`src/rtl/input_sweep_capture_pkg.sv`:
```
// Shared constants and FSM encoding for the input sweep/capture block.
// Minterm index convention: idx = 16*X + 8*Y + 4*Z + 2*K + M.
package input_sweep_capture_pkg;

  localparam int IDX_W = 5;
  localparam int TT_W  = 32;
  localparam int VAR_W = 5;

  localparam int X_BIT = 4;
  localparam int Y_BIT = 3;
  localparam int Z_BIT = 2;
  localparam int K_BIT = 1;
  localparam int M_BIT = 0;

  localparam logic [IDX_W-1:0] LAST_IDX = '1;

  typedef enum logic [1:0] {
    ST_IDLE,
    ST_DRIVE,
    ST_SAMPLE,
    ST_DONE
  } state_e;

endpackage

```
`src/rtl/input_sweep_capture_if.sv`:
```
// Board/function-stage signal bundle: the master side drives switches,
// mode, start and the returned f_in; the slave side is the sweep block.
interface input_sweep_capture_if;
  import input_sweep_capture_pkg::*;

  logic [VAR_W-1:0] sw;
  logic             mode;
  logic             start;
  logic             f_in;
  logic             x;
  logic             y;
  logic             z;
  logic             k;
  logic             m;
  logic [TT_W-1:0]  truth_table;
  logic             busy;
  logic             done;

  modport master (
    output sw, mode, start, f_in,
    input  x, y, z, k, m, truth_table, busy, done
  );

  modport slave (
    input  sw, mode, start, f_in,
    output x, y, z, k, m, truth_table, busy, done
  );

endinterface

```
`src/rtl/input_sweep_capture_sw_debounce.sv`:
```
// Whole-vector switch debouncer: a changed vector is accepted only after
// it has been stable for DEBOUNCE_CYCLES consecutive samples.
module input_sweep_capture_sw_debounce #(
  parameter int WIDTH           = 5,
  parameter int DEBOUNCE_CYCLES = 16
) (
  input  logic             clk,
  input  logic             rst,
  input  logic [WIDTH-1:0] sw_i,
  output logic [WIDTH-1:0] accepted_o
);

  localparam int               CNT_W    = $clog2(DEBOUNCE_CYCLES);
  localparam logic [CNT_W-1:0] CNT_LAST = CNT_W'(DEBOUNCE_CYCLES - 1);

  logic [WIDTH-1:0] prev_q, prev_d;
  logic [WIDTH-1:0] acc_q, acc_d;
  logic [CNT_W-1:0] cnt_q, cnt_d;

  always_comb begin
    // NOTE: every next-state value gets a default first, so no path can infer a latch.
    prev_d = sw_i;
    acc_d  = acc_q;
    cnt_d  = '0;
    if (sw_i != acc_q && sw_i == prev_q) begin
      if (cnt_q == CNT_LAST) begin
        acc_d = sw_i;
      end else begin
        cnt_d = cnt_q + 1'b1;
      end
    end
  end

  always_ff @(posedge clk) begin
    if (rst) begin
      prev_q <= '0;
      acc_q  <= '0;
      cnt_q  <= '0;
    end else begin
      prev_q <= prev_d;
      acc_q  <= acc_d;
      cnt_q  <= cnt_d;
    end
  end

  assign accepted_o = acc_q;

endmodule

```
`src/rtl/input_sweep_capture.sv`:
```
// Drives X..M to the external function stage, either from debounced switches
// or by sweeping all 32 minterms and capturing f_in into a truth table.
module input_sweep_capture
  import input_sweep_capture_pkg::*;
#(
  parameter int HOLD_CYCLES     = 4,
  parameter int DEBOUNCE_CYCLES = 16
) (
  input logic                  clk,
  input logic                  rst,
  input_sweep_capture_if.slave bus_if
);

  localparam int                HOLD_W    = (HOLD_CYCLES > 1) ? $clog2(HOLD_CYCLES) : 1;
  localparam logic [HOLD_W-1:0] HOLD_LAST = HOLD_W'(HOLD_CYCLES - 1);

  state_e            state_q;
  logic [IDX_W-1:0]  idx_q;
  logic [HOLD_W-1:0] hold_q;
  logic [TT_W-1:0]   tt_q;
  logic [VAR_W-1:0]  vars_q;
  logic [VAR_W-1:0]  sw_acc;
  logic              busy_q;
  logic              done_q;

  input_sweep_capture_sw_debounce #(
    .WIDTH           (VAR_W),
    .DEBOUNCE_CYCLES (DEBOUNCE_CYCLES)
  ) u_debounce (
    .clk        (clk),
    .rst        (rst),
    .sw_i       (bus_if.sw),
    .accepted_o (sw_acc)
  );

  // Outputs, busy and done are registered from the FSM state, so they trail it by one edge.
  always_ff @(posedge clk) begin
    // NOTE: state uses non-blocking assignments so every branch reads pre-edge values.
    if (rst) begin
      state_q <= ST_IDLE;
      idx_q   <= '0;
      hold_q  <= '0;
      tt_q    <= '0;
      vars_q  <= '0;
      busy_q  <= 1'b0;
      done_q  <= 1'b0;
    end else if (!bus_if.mode) begin
      state_q <= ST_IDLE;
      idx_q   <= '0;
      hold_q  <= '0;
      vars_q  <= sw_acc;
      busy_q  <= 1'b0;
      done_q  <= 1'b0;
      if (state_q == ST_DRIVE || state_q == ST_SAMPLE) begin
        tt_q <= '0;
      end
    end else begin
      vars_q <= idx_q;
      busy_q <= (state_q == ST_DRIVE) || (state_q == ST_SAMPLE);
      done_q <= (state_q == ST_DONE);
      case (state_q)
        ST_IDLE, ST_DONE: begin
          if (bus_if.start) begin
            state_q <= ST_DRIVE;
            idx_q   <= '0;
            hold_q  <= '0;
            tt_q    <= '0;
          end
        end
        ST_DRIVE: begin
          if (hold_q == HOLD_LAST) begin
            state_q <= ST_SAMPLE;
            hold_q  <= '0;
          end else begin
            hold_q <= hold_q + 1'b1;
          end
        end
        ST_SAMPLE: begin
          tt_q[idx_q] <= bus_if.f_in;
          if (idx_q == LAST_IDX) begin
            state_q <= ST_DONE;
          end else begin
            idx_q   <= idx_q + 1'b1;
            state_q <= ST_DRIVE;
          end
        end
        default: state_q <= ST_IDLE;
      endcase
    end
  end

  assign bus_if.x           = vars_q[X_BIT];
  assign bus_if.y           = vars_q[Y_BIT];
  assign bus_if.z           = vars_q[Z_BIT];
  assign bus_if.k           = vars_q[K_BIT];
  assign bus_if.m           = vars_q[M_BIT];
  assign bus_if.truth_table = tt_q;
  assign bus_if.busy        = busy_q;
  assign bus_if.done        = done_q;

endmodule

```
`src/flat_wrapper.sv`:
```
// flat-port wrapper written by rule: the top's interface ports become plain ports
module input_sweep_capture_flat import input_sweep_capture_pkg::*;
#(
  parameter int HOLD_CYCLES     = 4,
  parameter int DEBOUNCE_CYCLES = 16
)
  (clk, rst, bus_if_sw, bus_if_mode, bus_if_start, bus_if_f_in, bus_if_x, bus_if_y, bus_if_z, bus_if_k, bus_if_m, bus_if_truth_table, bus_if_busy, bus_if_done);
  input_sweep_capture_if bus_if_i ();
  input logic clk;
  input logic rst;
  input wire logic [$bits(bus_if_i.sw)-1:0] bus_if_sw;
  input wire logic [$bits(bus_if_i.mode)-1:0] bus_if_mode;
  input wire logic [$bits(bus_if_i.start)-1:0] bus_if_start;
  input wire logic [$bits(bus_if_i.f_in)-1:0] bus_if_f_in;
  output wire logic [$bits(bus_if_i.x)-1:0] bus_if_x;
  output wire logic [$bits(bus_if_i.y)-1:0] bus_if_y;
  output wire logic [$bits(bus_if_i.z)-1:0] bus_if_z;
  output wire logic [$bits(bus_if_i.k)-1:0] bus_if_k;
  output wire logic [$bits(bus_if_i.m)-1:0] bus_if_m;
  output wire logic [$bits(bus_if_i.truth_table)-1:0] bus_if_truth_table;
  output wire logic [$bits(bus_if_i.busy)-1:0] bus_if_busy;
  output wire logic [$bits(bus_if_i.done)-1:0] bus_if_done;
  assign bus_if_i.sw = bus_if_sw;
  assign bus_if_i.mode = bus_if_mode;
  assign bus_if_i.start = bus_if_start;
  assign bus_if_i.f_in = bus_if_f_in;
  assign bus_if_x = bus_if_i.x;
  assign bus_if_y = bus_if_i.y;
  assign bus_if_z = bus_if_i.z;
  assign bus_if_k = bus_if_i.k;
  assign bus_if_m = bus_if_i.m;
  assign bus_if_truth_table = bus_if_i.truth_table;
  assign bus_if_busy = bus_if_i.busy;
  assign bus_if_done = bus_if_i.done;
  input_sweep_capture #(.HOLD_CYCLES(HOLD_CYCLES), .DEBOUNCE_CYCLES(DEBOUNCE_CYCLES)) u_core (.clk(clk), .rst(rst), .bus_if(bus_if_i));
endmodule
```
`config.mk`:
```
export PLATFORM = sky130hd
export DESIGN_NAME = input_sweep_capture_flat
export DESIGN_NICKNAME = d
export VERILOG_FILES = /design/src/rtl/input_sweep_capture_pkg.sv /design/src/rtl/input_sweep_capture_if.sv /design/src/rtl/input_sweep_capture_sw_debounce.sv /design/src/rtl/input_sweep_capture.sv /design/src/flat_wrapper.sv
export SDC_FILE = /design/constraint.sdc
export NUM_CORES = 1
export LEC_CHECK = 0
export BUFFER_PORTS_ARGS = -buffer_cell sky130_fd_sc_hd__buf_2
export CAP_MARGIN = 5
export CORE_MARGIN = 5
export CORE_UTILIZATION = 60
export CTS_CLUSTER_DIAMETER = 60
export DETAILED_ROUTE_END_ITERATION = 10
export PLACE_DENSITY = 0.92
export SYNTH_ARGS = -nofsm -noshare
export SYNTH_HDL_FRONTEND = slang
export SYNTH_SLANG_ARGS = --single-unit
```
`constraint.sdc`:
```
create_clock -name clk -period 2.8 [get_ports clk]
set_input_delay 0.14 -clock clk [delete_from_list [all_inputs] [get_ports clk]]
set_output_delay 0.14 -clock clk [all_outputs]
set_load 0.02 [all_outputs]
```
# [After elaboration in Yosys (flattened, before gate mapping)]
# Cells that the tools add are included.
[op_classes] n_reduce_logical=15 n_lt_le_gt_ge=2 mux=18 bitwise=2 add_sub_neg=3 eq_ne=13
[op_table] operator="$mux 32" count=3
[op_table] operator="$pmux 32 s2" count=1
[op_table] operator="$bwmux 32" count=1
[op_table] operator="$mux 5" count=3
[op_table] operator="$mux 2" count=5
[op_table] operator="$pmux 5 s2" count=1
[op_table] operator="$eq 2x2->1 const B" count=3
[op_table] operator="$lt 5x6->1 const B" count=1
[op_table] operator="$ne 2x2->1 const B" count=3
[op_table] operator="$pmux 2 s3" count=1
[op_table] operator="$reduce_and 2->1" count=3
[op_table] operator="$reduce_and 3->1" count=2
[op_table] operator="$reduce_bool 2->1" count=3
[op_table] operator="$add 5x1->5 const B" count=1
[op_table] operator="$demux 1 s5" count=1
[op_table] operator="$eq 5x5->1" count=1
[op_table] operator="$eq 5x5->1 const B" count=1
[op_table] operator="$ge 5x1->1 const B" count=1
[op_table] operator="$ne 5x5->1" count=1
[op_table] operator="$add 4x1->4 const B" count=1
[op_table] operator="$eq 4x4->1 const B" count=1
[op_table] operator="$pmux 2 s2" count=1
[op_table] operator="$reduce_or 2->1" count=2
[op_table] operator="$ne 3x1->1 const B" count=1
[op_table] operator="other kinds (9)" count=11
[totals] inputBits=10 out_inout_bits=39 wordCells=63 reg_bits=62

# [Depth between registers and ports, before layout]
# Gate-level depths: netlist of the first run.
[logic_depth] ltp_word=7 mapped_depth=8 ltp_nobuf=8

# [Cells and area by module]
# A second synthesis of the first run with hierarchy kept.
[hier_totals] cells_unflattened=350 area_unflattened_um2=3032.9
[modules_own_cells] module="input_sweep_capture" area_each_um2=2419.8 cells_each=293 n_inst=1
[modules_own_cells] module="input_sweep_capture_sw_debounce" area_each_um2=613.1 cells_each=57 n_inst=1

# [Least setup slack after synthesis of the first run]
# OpenSTA, ideal clock, no wires.
[synth_path] kind="reg-to-reg" start="reg u_core.idx_q[0]" end="reg u_core.idx_q[3]" path_buffers=0 t_arrival_ns=1.693 setup_ns=0.127 stages_incl_launch_ff=9 setup_slack_ns=0.980 required_time_ns=2.673 cell_sequence="dfxtp_1 ha_1 and3_1 ha_1 nand2_1 nor3b_2 nand4_1 xor2_1 nor2_1"
[synth_via] elab_chain_cells=3 word_cells_on_any_way=6 classes_between="add/sub: 1; eq/ne: 2; mux: 2; reduce/logical: 1"
[synth_rtl] item="start, declared" line="input_sweep_capture.sv:18" source="logic [IDX_W-1:0] idx_q;"
[synth_rtl] item="start signal, assigned" line="input_sweep_capture.sv:83" source="idx_q <= idx_q + 1'b1;"
[synth_rtl] item="$add 5x1->5 or $eq 5x5->1 (tied branches)" line="input_sweep_capture.sv:83, input_sweep_capture.sv:80"
[synth_rtl] item="$mux 5 or $ne 2x2->1 (tied branches)"
[synth_rtl] item="$pmux 5 s2 or $reduce_and 3->1 (tied branches)"
# Parallel ways exist; a longest one is shown, timed or not. The select of a mux whose other input is x is not followed.
# A chain may end at the register's enable or synchronous reset.

# [Final worst setup path of the first run]
[layout_path] start="reg u_core.state_q[0]" end="reg u_core.tt_q[27] (netlist: u_core.bus_if.truth_table[27])"
[layout_via] elab_chain_cells=4 word_cells_on_any_way=12 classes_between="eq/ne: 5; mux: 2; reduce/logical: 5"
[layout_rtl] item="start, declared" line="input_sweep_capture.sv:17" source="state_e state_q;"
[layout_rtl] item="start signal, assigned" line="input_sweep_capture.sv:40" source="state_q <= ST_IDLE;"
[layout_rtl] item="start signal, assigned" line="input_sweep_capture.sv:48" source="state_q <= ST_IDLE;"
[layout_rtl] item="start signal, assigned" line="input_sweep_capture.sv:64" source="state_q <= ST_DRIVE;"
[layout_rtl] item="$eq 2x2->1 (tied with other cells)" line="input_sweep_capture.sv:61" source="case (state_q)"
[layout_rtl] item="$reduce_or 2->1 or $logic_or 1x1->1 (tied branches)" line="input_sweep_capture.sv:61, input_sweep_capture.sv:54"
[layout_rtl] item="$ne 3x1->1 (no source line) (tied with other cells)"
[layout_rtl] item="$reduce_and 3->1 (no source line) or $mux 32 (tied branches)"
[layout_rtl] item="end signal, assigned by index" line="input_sweep_capture.sv:79" source="tt_q[idx_q] <= bus_if.f_in;"
[layout_rtl] item="end, declared" line="input_sweep_capture.sv:20" source="logic [TT_W-1:0] tt_q;"
# Parallel ways exist; a longest one is shown, timed or not.

==> flow_metrics.tcl, run 1 <==
set metrics [dict create \
    tightest_slew_ns 0.886 \
    num_antenna_cells 0 \
    finalSetupTns_ns 0 \
    hold_buffers 0 \
    drc 0 \
    die_y_microns 79.2 \
    cts_made_buffers 9 \
    cts-root-buf "clkbuf_8" \
    rsz0062_at_grt "no" \
    stdcell_area_sq_um 3320 \
    grt_overflow 0 \
    boundaryPins 49 \
    async_flop_share_pct 0 \
    ir_drop_mv 0.492 \
    crit_required_ns 3.06 \
    fin_nets 397 \
    mostFrequentLayoutCells "dfxtp_1, a21oi_1, buf_2" \
    cts_tree "done" \
    yosys.area_share.xor_xnor_pct 4.57 \
    layout_min_cycle_time_ns 2.11 \
    core.rowCount 25 \
    antenna_found_initial 0 \
    hold_ws_ns 0.106 \
    synth_fa_ha_area_share_pct 4.79 \
    drt-initial-drc-count 300 \
    grt_max_degree 50 \
    gp_congestion 0.829 \
    dieWidth_microns 79.2 \
    wl_per_cell_microns 15.7 \
    clockBufferDepth 2 \
    synth-edff-count 0 \
    syn_avg_cell_area_sq_um 8.45 \
    cts_sinks 62 \
    arrival_ns 2.38 \
    layout_commonest_cell "dfxtp_1" \
    cap_viol_max_count 0 \
    finalHoldViolations 0 \
    rr_startpoint "u_core.state_q[0]" \
    slew_headroom_pct 40.8 \
    syn_nets 361 \
    dpl_cell_area_sq_um 3090 \
    clk_pin_slew_ns 0.07 \
    grt_usage_pct 23.2 \
    synthMuxAreaShare_pct 4.40 \
    syn-instance-count 340 \
    ys.warnings.count 0 \
    crit_path_max_fanout 8 \
    end_kind "flip-flop" \
    cts_setup_buffers 0 \
    maxSlewViolCount 0 \
    routed_wl_microns 6850 \
    critical_path_class "reg -> reg" \
    start_util_pct 61.3 \
    cts_resized 0 \
    io_buffers 48 \
    syn_to_final_growth_pct 15.7 \
    cp-start-kind "flip-flop" \
    grt_pass1_vias 2477 \
    fin_crit_sh_pct 75.5 \
    hpwl_microns 4410 \
    setup.worst_path.start "u_core.state_q[0]" \
    drive_above_1_share_pct 19.9 \
    synth_cell_types 32 \
    htreeDepth 3 \
    fmax_mhz 473 \
    synth.top_cells.by_area "dfxtp_1, a21oi_1, o21ai_0" \
    holdCritStartpoint "bus_if_sw[2]" \
    synth-seq-area-share_pct 43.2 \
    ys.flop_type "dfxtp_1" \
    fill_cells 355 \
    grt_pass1_wl_microns 11500 \
    clock_latency_ns 0.34 \
    rrSetupSlack_ns 0.69 \
    dieArea_sq_um 6270 \
    power.leakage_uw 0.00139 \
    holdCritPathClass "in -> reg" \
    synth_top_area_cell "dfxtp_1" \
    setup_viol 0 \
    synth-compound-area-share_pct 19.7 \
    ys_seq_elements 62 \
    yosys.area.top_type_share_pct 43.2 \
    power.density_nw_per_um2 573 \
    synth_top_family_by_area "compound AO/OA/AOI/OAI gates" \
    viasPerCell 6.00 \
    drt_first_pass_iters 7 \
    via_count 2612 \
    fin_skew_ns 0.00611 \
    status "complete, no violations" \
    synthSimpleGateAreaFrac_pct 18.5 \
    core_area_sq_um 4690 \
    netlist_area_sq_um 2870 \
    postRouteAntennaNets 0 \
]
## layout make-up
type | instances | area, sq um | area share, %
Timing Repair Buffer | 51 | 263 | 7.90
Multi-Input combinational cell | 245 | 1490 | 44.9
Clock buffer | 13 | 169 | 5.08
Inverter | 7 | 26.3 | 0.790
Sequential cell | 62 | 1240 | 37.3
Clock inverter | 3 | 65.1 | 1.96
Tap cell | 54 | 67.6 | 2.03
## critical path: stages, from the launching register on
cell and delay [ns]:
dfxtp_1 0.40, inv_1 0.06, ha_1 0.39, nor2b_1 0.21
nor3b_2 0.24, and2_1 0.42, nand3_1 0.14, a21oi_1 0.18
## through the flow
stage	instances	total power, uW	setup WS (ns)	utilization (%)
final	435	1900	0.686	70.9
after global routing	435	1980	0.520	70.9
after CTS	435	1910	0.684	70.9
after detailed placement	419	1010	0.718	65.9
after global placement	419	1000	0.829	65.9
after floorplan	340	980	0.980	-
## worst paths after layout
check | end | cells past startpoint
setup / recovery | u_core.bus_if.truth_table[27] | 7
hold / removal | u_core.u_debounce.prev_q[2] | 2
hold reg to reg | u_core.u_debounce.cnt_q[0] | 1
setup reg to reg | u_core.bus_if.truth_table[27] | 7
## registers in the layout (all words and copies together), names as in the netlist
| name | cells |
|---|---|
| u_core.bus_if.truth_table | 32 |
| u_core.idx_q | 5 |
| u_core.u_debounce.accepted_o | 5 |
| u_core.u_debounce.prev_q | 5 |
| u_core.vars_q | 5 |
| u_core.u_debounce.cnt_q | 4 |
| u_core.hold_q | 2 |
| u_core.state_q | 2 |
| u_core.bus_if.busy | 1 |
| u_core.bus_if.done | 1 |
## layer usage
| metal | track usage [%] | routed length [microns] | vias to the layer above |
|---|---|---|---|
| met5 | 0 | 0 | - |
| met3 | 6.35 | 559 | 16 |
| met4 | 11.2 | 136 | 0 |
| met1 | 29.8 | 2900 | 1210 |
| li1 | - | - | 1252 |
| met2 | 35.9 | 3250 | 134 |
## power breakdown
| group | leakage [uW] | total [uW] | switching (uW) | internal (uW) |
|---|---|---|---|---|
| clock network | 0.000120 | 916 | 343 | 573 |
| logic | 0.000769 | 94.3 | 62.0 | 32.3 |
| registers | 0.000501 | 893 | 4.87 | 888 |
| total | 0.00139 | 1900 | 410 | 1490 |
## synthesized netlist by cell type (all sizes together) (7+ instances only)
cell / number
dfxtp: 62
a21oi: 50
o21ai: 33
nor2: 24
nand2: 22
nand3: 21
nor2b: 20
a31oi: 16
buf: 16
ha: 11
clkbuf: 10
xnor2: 10
inv: 7
mux2i: 7
## cells by family after synthesis
| kind of cell | after synthesis |
|---|---|
| AND/OR/NAND/NOR | 102 |
| multiplexers | 12 |
| XOR/XNOR | 15 |
| adder cells (fa/ha/maj) | 11 |
| flip-flops | 62 |
| AO/OA/AOI/OAI | 105 |
| buffers and inverters | 33 |
Note: power is estimated with default switching activity, not from simulation.
==> inputs of run 2 (changes only) <==
- CORE_UTILIZATION: 60 -> 55
- PLACE_DENSITY: 0.92 -> 0.86
- clock period: 2.8 -> 2.1 ns (I/O delays scaled with it)
==> flow_metrics.tcl, run 2 (same netlist as run 1, synthesis figures left out) <==
set metrics [dict create \
    power_uw 2560 \
    power.density_nw_per_um2 751 \
    layout.cells.non_filler 457 \
    dpl_cell_area_sq_um 3170 \
    core.rowCount 26 \
    rsz0062_at_grt "no" \
    grt_usage_pct 22.5 \
    die_y_microns 82.3 \
    place_inst 441 \
    cts_resized 0 \
    postRouteAntennaNets 0 \
    fin_skew_ns 0.00834 \
    tightest_slew_ns 0.474 \
    grt_pass1_wl_microns 11500 \
    fill_cells 404 \
    gp_congestion 0.870 \
    dieArea_sq_um 6770 \
    stdcell_area_sq_um 3410 \
    via_count 2572 \
    routed_wl_microns 6950 \
    arrival_ns 2.24 \
    grt_overflow 0 \
    cts_setup_buffers 0 \
    cts_sinks 62 \
    hold_buffers 0 \
    cp-start-kind "flip-flop" \
    boundaryPins 49 \
    drive_above_1_share_pct 21.4 \
    finalHoldViolations 0 \
    num_antenna_cells 0 \
    wl_per_cell_microns 15.2 \
    antenna_found_initial 0 \
    critical_path_class "reg -> reg" \
    syn_to_final_growth_pct 18.6 \
    start_util_pct 56.3 \
    core_area_sq_um 5110 \
    power.leakage_uw 0.00143 \
    crit_required_ns 2.37 \
    timing.rr.end "u_core.bus_if.truth_table[24]" \
    htreeDepth 3 \
    layout_min_cycle_time_ns 1.96 \
    ir_drop_mv 0.548 \
    setup_viol 0 \
    holdCritPathClass "in -> reg" \
    rr_worst_depth 7 \
    cts_made_buffers 9 \
    clock_latency_ns 0.34 \
    clk_pin_slew_ns 0.07 \
    rr_startpoint "u_core.state_q[0]" \
    setup.worst_path.start "u_core.state_q[0]" \
    viasPerCell 5.63 \
    grt_max_degree 43 \
    maxSlewViolCount 0 \
    layout_commonest_cell "dfxtp_1" \
    rrSetupSlack_ns 0.14 \
    status "complete, no violations" \
    fin_crit_sh_pct 93.5 \
    fin_nets 403 \
    end_kind "flip-flop" \
    drc 0 \
    cts_tree "done" \
    largest_reg_flops 32 \
    hpwl_microns 4610 \
    io_buffers 48 \
    grt_pass1_vias 2511 \
    cts-root-buf "clkbuf_8" \
    crit_end "u_core.bus_if.truth_table[24]" \
    fmax_mhz 509 \
    crit_path_max_fanout 8 \
    drt-initial-drc-count 232 \
    dieWidth_microns 82.3 \
    clockBufferDepth 2 \
    mostFrequentLayoutCells "dfxtp_1, a21oi_1, buf_2" \
    drt_first_pass_iters 4 \
    cap_viol_max_count 0 \
    finalSetupTns_ns 0 \
    slew_headroom_pct 68.4 \
]
## run 2: per-stage QoR
step / hold WS, ns / utilization (%) / setup slack [ns]
floorplan: 0.185 / - / 0.280
global placement: 0.407 / 62.0 / 0.228
detailed placement: 0.420 / 62.0 / 0.156
CTS: 0.0529 / 66.6 / 0.153
global route: 0.0604 / 66.8 / 0.00974
finish: 0.0656 / 66.8 / 0.137
## run 2: per-layer routing
metal	GRT usage [%]	wire, microns	vias to the layer above
li1	-	-	1264
met1	27.3	2950	1192
met2	35.6	3310	97
met3	5.97	478	19
met4	13.1	215	0
met5	0	0	-
## run 2: how the worst min path moves through the flow
stage / start / endpoint / slack, ns / cells after the start
floorplan: rst / u_core.u_debounce.prev_q[4] / 0.19 / 1
global placement: bus_if_sw[2] / u_core.u_debounce.prev_q[2] / 0.41 / 2
detailed placement: bus_if_sw[1] / u_core.u_debounce.prev_q[1] / 0.42 / 2
CTS: bus_if_sw[2] / u_core.u_debounce.prev_q[2] / 0.05 / 2
global route: bus_if_sw[4] / u_core.u_debounce.prev_q[4] / 0.06 / 2
finish: bus_if_sw[1] / u_core.u_debounce.prev_q[1] / 0.07 / 2
## run 2: final cells by class
type / count / area (sq um) / area share [%]
clock buffers: 13 / 169 / 4.95
clock inverters: 3 / 65.1 / 1.91
inverters: 7 / 26.3 / 0.771
multi-input cells: 245 / 1500 / 44.0
flip-flops and latches: 62 / 1240 / 36.4
well taps: 70 / 87.6 / 2.57
repair buffers: 57 / 320 / 9.39
## run 2: power breakdown
group / internal [uW] / leakage (uW) / total, uW / switching, uW
clock: 764 / 0.000120 / 1230 / 468
combinational: 51.2 / 0.000807 / 137 / 85.8
sequential: 1180 / 0.000501 / 1190 / 7.08
## run 2: critical path, stage by stage (launching register included)
cell and delay, ns:
dfxtp_1 0.41, inv_1 0.07, ha_1 0.30, nor2b_1 0.18
nor3b_2 0.24, and2_1 0.39, nand3_1 0.14, a21oi_1 0.17
==> inputs of run 3 (changes only) <==
- CORE_ASPECT_RATIO: not set -> 1.1
==> flow_metrics.tcl, run 3 (same netlist as run 1, synthesis figures left out) <==
set metrics [dict create \
    status "complete, no violations" \
    cts_sinks 62 \
    tightest_slew_ns 0.552 \
    core_area_sq_um 5030 \
    grt_pass1_wl_microns 11700 \
    cts_setup_buffers 0 \
    routed_wl_microns 6890 \
    place_inst 429 \
    dpl_cell_area_sq_um 3150 \
    wl_per_cell_microns 15.5 \
    timing.rr.end "u_core.bus_if.truth_table[31]" \
    gp_congestion 0.901 \
    finalSetupTns_ns 0 \
    antenna_found_initial 0 \
    fmax_mhz 511 \
    mostFrequentLayoutCells "dfxtp_1, a21oi_1, buf_2" \
    drt-initial-drc-count 312 \
    fin_nets 403 \
    die_y_microns 85.8 \
    postRouteAntennaNets 0 \
    dieArea_sq_um 6770 \
    crit_required_ns 2.37 \
    rrSetupSlack_ns 0.14 \
    rr_startpoint "u_core.state_q[0]" \
    grt_pass1_vias 2572 \
    largest_reg_flops 32 \
    arrival_ns 2.22 \
    crit_path_max_fanout 8 \
    ir_drop_mv 0.420 \
    setup_viol 0 \
    cts_made_buffers 9 \
    sw_frac_of_total_pct 23.9 \
    critical_path_class "reg -> reg" \
    share_comb_of_total_power_pct 5.9 \
    grt_max_degree 43 \
    holdCritPathClass "in -> reg" \
    htreeDepth 3 \
    core.rowCount 27 \
    clk_pin_slew_ns 0.07 \
    layout.cells.non_filler 445 \
    grt_overflow 0 \
    pwr-share-seq_pct 51.1 \
    crit_end "u_core.bus_if.truth_table[31]" \
    start_util_pct 57.1 \
    cts-root-buf "clkbuf_8" \
    rr_worst_depth 7 \
    drive_above_1_share_pct 22.2 \
    grt_usage_pct 21.6 \
    io_buffers 48 \
    layout_min_cycle_time_ns 1.96 \
    cp-start-kind "flip-flop" \
    rsz0062_at_grt "no" \
    clock_latency_ns 0.34 \
    power.internal_uw 1770 \
    dieWidth_microns 78.9 \
    stdcell_area_sq_um 3350 \
    finalHoldViolations 0 \
    layout_commonest_cell "dfxtp_1" \
    fin_crit_sh_pct 93.2 \
    viasPerCell 5.89 \
    hold_buffers 0 \
    setup.worst_path.start "u_core.state_q[0]" \
    slew_headroom_pct 63.2 \
    cap_viol_max_count 0 \
    p_sw_uw 557 \
    power.density_nw_per_um2 695 \
    boundaryPins 49 \
    power.leakage_uw 0.00140 \
    syn_to_final_growth_pct 16.6 \
    hpwl_microns 4720 \
    p_clk_share_pct 43.0 \
    cts_tree "done" \
    drc 0 \
    via_count 2621 \
    drt_first_pass_iters 5 \
    clockBufferDepth 2 \
    end_kind "flip-flop" \
    num_antenna_cells 0 \
    maxSlewViolCount 0 \
    fin_skew_ns 0.00822 \
]
## run 3: cell types whose count changed in the layout (fill, tap and decap cells not counted)
cell / change
clkbuf_8: -3
clkinv_2: +3
and2_1: -2
and2_2: +2
clkinvlp_4: +2
bufinv_16: -1
clkbuf_1: -1
## run 3: worst min-delay path by stage
stage,startpoint,endpoint,slack (ns),cells past startpoint
after floorplan,rst,u_core.u_debounce.prev_q[4],0.19,1
after global placement,bus_if_sw[3],u_core.u_debounce.prev_q[3],0.40,2
after detailed placement,bus_if_sw[0],u_core.u_debounce.prev_q[0],0.42,2
after CTS,bus_if_sw[2],u_core.u_debounce.prev_q[2],0.06,2
after global routing,bus_if_sw[2],u_core.u_debounce.prev_q[2],0.07,2
final,bus_if_sw[3],u_core.u_debounce.prev_q[3],0.07,2
## run 3: through the flow
step                      utilization [%]  worst slack (ns)  hold slack (ns)  total power [uW]
after floorplan                         -             0.280            0.185              1310
after global placement               62.6             0.248            0.400              1350
after detailed placement             62.6             0.168            0.421              1350
after CTS                            66.4             0.132           0.0625              2340
after global routing                 66.6           0.00485           0.0687              2420
final                                66.6             0.144           0.0659              2330
## run 3: power by group through the flow
stage | Combinational [uW] | Sequential [uW] | Clock [uW]
after floorplan | 90.1 | 1220 | 0
after global placement | 131 | 1220 | 0
after detailed placement | 134 | 1220 | 0
after CTS | 135 | 1190 | 1010
after global routing | 151 | 1190 | 1080
final | 137 | 1190 | 1000
## run 3: worst max-delay path: stages (launching register included)
cell and delay (ns):
dfxtp_1 0.40, inv_1 0.07, ha_1 0.31, nor2b_1 0.19, nor3b_2 0.25, and2_1 0.37, nand3_1 0.12, a21oi_1 0.17
## run 3: repair_timing
item	CTS	global route
endpoints found under the hold margin	0	0
setup endpoints to repair	0	4
resized for setup	0	4
## run 3: final cells by class
| class | instances | area (sq um) |
|---|---|---|
| Tap cell | 58 | 72.6 |
| Inverter | 7 | 26.3 |
| Multi-Input combinational cell | 245 | 1500 |
| Clock inverter | 7 | 65.1 |
| Timing Repair Buffer | 57 | 320 |
| Fill cell | 410 | 1680 |
| Sequential cell | 62 | 1240 |
| Clock buffer | 9 | 124 |
## run 3: layer usage
metal  up-vias  part of all wire, %  global-route usage, %
li1       1264                    -                      -
met1      1226                   40                   25.4
met2       106                   50                   36.1
met3        25                  6.9                   4.73
met4         0                  3.4                   12.5
met5         -                    0                      0
